File: src/rtl/mux_arbiter.sv
// rtl/mux_arbiter.sv - round-robin 4:1 arbiter with hold limit and registered data mux
module mux_arbiter #(
    parameter int HOLD = 4
) (
    input  logic       c,
    input  logic       rst,
    input  logic [3:0] req,
    input  logic       in0,
    input  logic       in1,
    input  logic       in2,
    input  logic       in3,
    output logic [1:0] s,
    output logic [3:0] gnt,
    output logic       y,
    output logic       y_vld
);

    typedef enum logic {
        IDLE  = 1'b0,
        GRANT = 1'b1
    } state_t;

    state_t     state, state_n;
    logic [1:0] ptr, ptr_n;
    logic [3:0] cnt, cnt_n;
    logic [1:0] s_n;
    logic [3:0] gnt_n;
    logic       y_n, y_vld_n;
    logic [3:0] din;
    logic [2:0] pick_idle, pick_rel;

    // Returns {found, index}: first set bit scanning base, base+1, ... (mod 4).
    function automatic logic [2:0] rr_pick(input logic [1:0] base, input logic [3:0] r);
        logic [1:0] idx;
        rr_pick = 3'b000;
        for (int k = 3; k >= 0; k--) begin
            idx = base + 2'(k);
            if (r[idx]) rr_pick = {1'b1, idx};
        end
    endfunction

    assign din       = {in3, in2, in1, in0};
    assign pick_idle = rr_pick(ptr, req);
    assign pick_rel  = rr_pick(s + 2'd1, req);

    always_ff @(posedge c) begin
        if (rst) begin
            state <= IDLE;
            ptr   <= 2'd0;
            cnt   <= 4'd0;
            s     <= 2'd0;
            gnt   <= 4'd0;
            y     <= 1'b0;
            y_vld <= 1'b0;
        end else begin
            state <= state_n;
            ptr   <= ptr_n;
            cnt   <= cnt_n;
            s     <= s_n;
            gnt   <= gnt_n;
            y     <= y_n;
            y_vld <= y_vld_n;
        end
    end

    always_comb begin
        state_n = state;
        ptr_n   = ptr;
        cnt_n   = cnt;
        s_n     = s;
        gnt_n   = gnt;
        y_n     = y;
        y_vld_n = 1'b0;

        // Sample uses the owner as it stands before this edge's arbitration.
        if (state == GRANT && req[s]) begin
            y_n     = din[s];
            y_vld_n = 1'b1;
        end

        case (state)
            IDLE: begin
                gnt_n = 4'd0;
                if (pick_idle[2]) begin
                    state_n = GRANT;
                    s_n     = pick_idle[1:0];
                    gnt_n   = 4'b0001 << pick_idle[1:0];
                    cnt_n   = 4'd1;
                end
            end
            GRANT: begin
                if (!req[s] || cnt == 4'(HOLD)) begin
                    ptr_n = s + 2'd1;
                    if (pick_rel[2]) begin
                        s_n   = pick_rel[1:0];
                        gnt_n = 4'b0001 << pick_rel[1:0];
                        cnt_n = 4'd1;
                    end else begin
                        state_n = IDLE;
                        gnt_n   = 4'd0;
                    end
                end else begin
                    cnt_n = cnt + 4'd1;
                end
            end
            default: begin
                state_n = IDLE;
                gnt_n   = 4'd0;
            end
        endcase
    end

endmodule

File: config.mk
export PLATFORM = sky130hd
export DESIGN_NAME = mux_arbiter
export DESIGN_NICKNAME = d
export VERILOG_FILES = /design/src/rtl/mux_arbiter.sv
export SDC_FILE = /design/constraint.sdc
export NUM_CORES = 1
export LEC_CHECK = 0
export CAP_MARGIN = 20
export CORE_MARGIN = 10
export CORE_UTILIZATION = 55
export CTS_CLUSTER_DIAMETER = 30
export DETAILED_ROUTE_END_ITERATION = 12
export DONT_BUFFER_PORTS = 1
export GPL_TIMING_DRIVEN = 0
export PLACE_DENSITY = 0.73
export RECOVER_POWER = 100
export SETUP_SLACK_MARGIN = 0.3
export SYNTH_ARGS = -nofsm -noshare
export SYNTH_HDL_FRONTEND = slang
export SYNTH_SLANG_ARGS = --single-unit
export TNS_END_PERCENT = 5
File: constraint.sdc
create_clock -name c -period 1.7 [get_ports c]
set_input_delay 0.17 -clock c [delete_from_list [all_inputs] [get_ports c]]
set_output_delay 0.17 -clock c [all_outputs]
set_load 0.02 [all_outputs]
==> impl_metrics.json <==
{
  "status": "finished with violations",
  "violations": "negative setup slack",
  "numPortBuffers": 0,
  "worst_slew_pin_slew_ns": 0.856,
  "ios": 18,
  "ys_top_cells_by_count": "dfxtp_1, nor2_1, a211oi_1, nor2b_1, a32oi_1",
  "avgSynthCellArea_um2": 9.76,
  "drt_iter0_markers": 22,
  "gr-total-overflow": 0,
  "core_um2": 1690,
  "cts_max_path_buffers": 2,
  "vdd_drop_max_mv": 0.476,
  "p_leak_nw": 0.377,
  "drc": 0,
  "ff2ff_path_depth": 6,
  "final_cell_area_um2": 1040,
  "slew_violations": 0,
  "drt-wirelength-per-cell_um": 17.0,
  "r2r_start": "s[1]$_SDFFE_PP0P_",
  "syn2layout_area_growth_pct": 7.64,
  "period_needed_ns": 1.74,
  "clkPwrFrac": 0.224,
  "p_sw_uw": 325,
  "critPathLaunch": "s[1]$_SDFFE_PP0P_",
  "p_int_uw": 612,
  "routed_wl_mm": 2.08,
  "vias": 808,
  "place_area_um2": 991,
  "drtAntennaViolNets": 0,
  "timing.clock.skew_ns": 0.00576,
  "clkTransAtPathRegs_ns": 0.10,
  "nets": 118,
  "switching_share": 0.346,
  "p_per_area_nw_per_um2": 901,
  "fp.dieArea_um2": 3830,
  "arrival_ns": 1.93,
  "cp_num_buf_inv": 1,
  "p_comb_frac": 0.299,
  "avgViaCountPerCell": 6.62,
  "netlist_area_um2": 966,
  "critPathRequiredTime_ns": 1.89,
  "dieWidth_um": 61.9,
  "crit_family": "multiplexers",
  "clk_latency_ns": 0.28,
  "pwr-share-seq": 0.477,
  "groute.usage.overall": 0.120,
  "ys_seq_area_frac": 0.311,
  "crit_type": "flop to flop",
  "dp_hpwl_mm": 1.53,
  "n_antenna_cell": 0,
  "syn-num-nets": 111,
  "yosys.area.top_type_share": 0.311,
  "rsz0062_at_grt": "yes",
  "slew_headroom": 0.425,
  "gp_congestion": 0.809,
  "ys.flop_type": "dfxtp_1",
  "cp-start-kind": "flop",
  "setup_tns_ns": -0.0423,
  "period_share": 1.02,
  "final_hold_viol_count": 0,
  "start_util": 0.572,
  "grt_max_degree": 11,
  "slowest_delay_ns": 0.58,
  "setup_viol": 2,
  "hold_path_class": "input port to flop",
  "crit_path_top_delay_cell": "mux4_2",
  "setup_ws_ns": -0.0381,
  "cp_max_fo": 4,
  "cap_violations": 0,
  "critPathCaptureType": "flop",
  "async_reset_ff_frac": 0,
  "numCtsBuffers": 3,
  "hold_end": "cnt[3]$_SDFFE_PP0P_",
  "core.rowCount": 15,
  "drtPass1Iterations": 4,
  "cts_tree": "built",
  "yosysWarnings": 0,
  "synth.largest_area_cell": "dfxtp_1",
  "grt_pass1_vias": 741,
  "ys_types": 47,
  "min_from": "rst",
  "max_freq_mhz": 575,
  "synth-edff-count": 0,
  "min_delay_path_depth": 2,
  "antenna_found_initial": 0,
  "h-tree-depth": 1,
  "synth_seq_cells": 15,
  "die_h_um": 61.9,
  "reg2reg_slack_ns": -0.04,
  "fillers": 151,
  "cts.sinks": 15,
  "root_buffer": "clkbuf_4",
  "worstPathCellList": "buf_6, mux4_2, and3_4, nor2_8, nor2_2, a2111oi_4",
  "grt_first_pass_wirelength_mm": 3.39,
  "drive_gt1_frac": 0.238,
  "place_ws_ns": -0.0637,
  "syn-instance-count": 99,
  "regToRegEndpoint": "s[0]$_SDFFE_PP0P_",
  "synth.area.top_cells": "dfxtp_1, nor2_1, a211oi_1"
}
## worst register-to-register path, delay by kind of cell (launching register included)
family	cells	cell delay, ns
and+or+nand+nor	3	0.39
muxes	1	0.58
AOI/OAI and AO/OA	1	0.17
DFF	1	0.40
buffers and inverters	1	0.11
## kinds of logic after synthesis
kind of cell	count (synthesis)	share of synthesized area
AND/OR/NAND/NOR	41	0.273
adder cells (fa/ha/maj)	2	0.0259
buffers and inverters	7	0.0401
XOR/XNOR	1	0.00907
multiplexers	4	0.0712
AO/OA/AOI/OAI	29	0.269
flip-flops	15	0.311
## timing repair
action	4_1_cts	5_1_grt
gates resized for setup	0	4
endpoints found under the hold margin	3	0
endpoints found under the setup margin	14	14
buffers inserted	1	0
pin swaps	2	1
hold buffers	1	0
## placed cells by master (no fill, tap or decap), types with 2 or more instances in the layout
master    count
nor2_1       15
dfxtp_1      11
a211oi_1      7
nor2b_1       5
a32oi_1       4
inv_1         3
o21ai_0       3
nand2_1       3
clkbuf_4      3
dfxtp_2       3
buf_4         2
nand2b_1      2
nor4_2        2
nor2_2        2
clkbuf_1      2
mux2i_1       2
ha_1          2
## area by class of cell
type                       instances  area [um^2]  area share
buffer                             4         27.5      0.0265
clock buffer                       4         26.3      0.0253
inverter                           3         11.3      0.0108
multi-input combinational         77          628       0.604
sequential                        15          308       0.296
tap                               17         21.3      0.0205
timing repair buffer               2         17.5      0.0168
## metrics by stage
stage,power (mW),utilization,hold slack [ns],instances
final,0.937,0.616,0.0536,122
after global routing,0.989,0.616,0.0555,122
after CTS,0.940,0.613,0.0544,122
after detailed placement,0.720,0.587,0.250,116
after global placement,0.715,0.587,0.246,116
after floorplan,0.677,-,0.243,99
## sequential cells by signal, summed over array words and instances, names as in the netlist
name / count
state: 1
y: 1
cnt: 4
ptr: 2
gnt: 4
y_vld: 1
s: 2
## how the worst max path moves through the flow
stage,endpoint,slack (ns),cells past startpoint
after floorplan,s[0]$_SDFFE_PP0P_,0.002,6
after global placement,s[0]$_SDFFE_PP0P_,-0.09,6
after detailed placement,s[0]$_SDFFE_PP0P_,-0.06,6
after CTS,s[0]$_SDFFE_PP0P_,-0.05,6
after global routing,s[0]$_SDFFE_PP0P_,-0.10,6
final,s[0]$_SDFFE_PP0P_,-0.04,6
## layer usage
metal	track usage	vias up	share of wire
li1	-	393	-
met1	0.145	380	0.43
met2	0.167	30	0.45
met3	0.0508	5	0.093
met4	0.0828	0	0.023
met5	0	-	0
## power by group through the flow
stage          logic, mW  clock network (mW)  registers (mW)
2_1_floorplan      0.230                   0           0.446
3_3_place_gp       0.262                   0           0.453
3_5_place_dp       0.266                   0           0.455
4_1_cts            0.277               0.217           0.447
5_1_grt            0.305               0.229           0.454
6_report           0.280               0.210           0.447
Power figures use the tool's default switching activity.
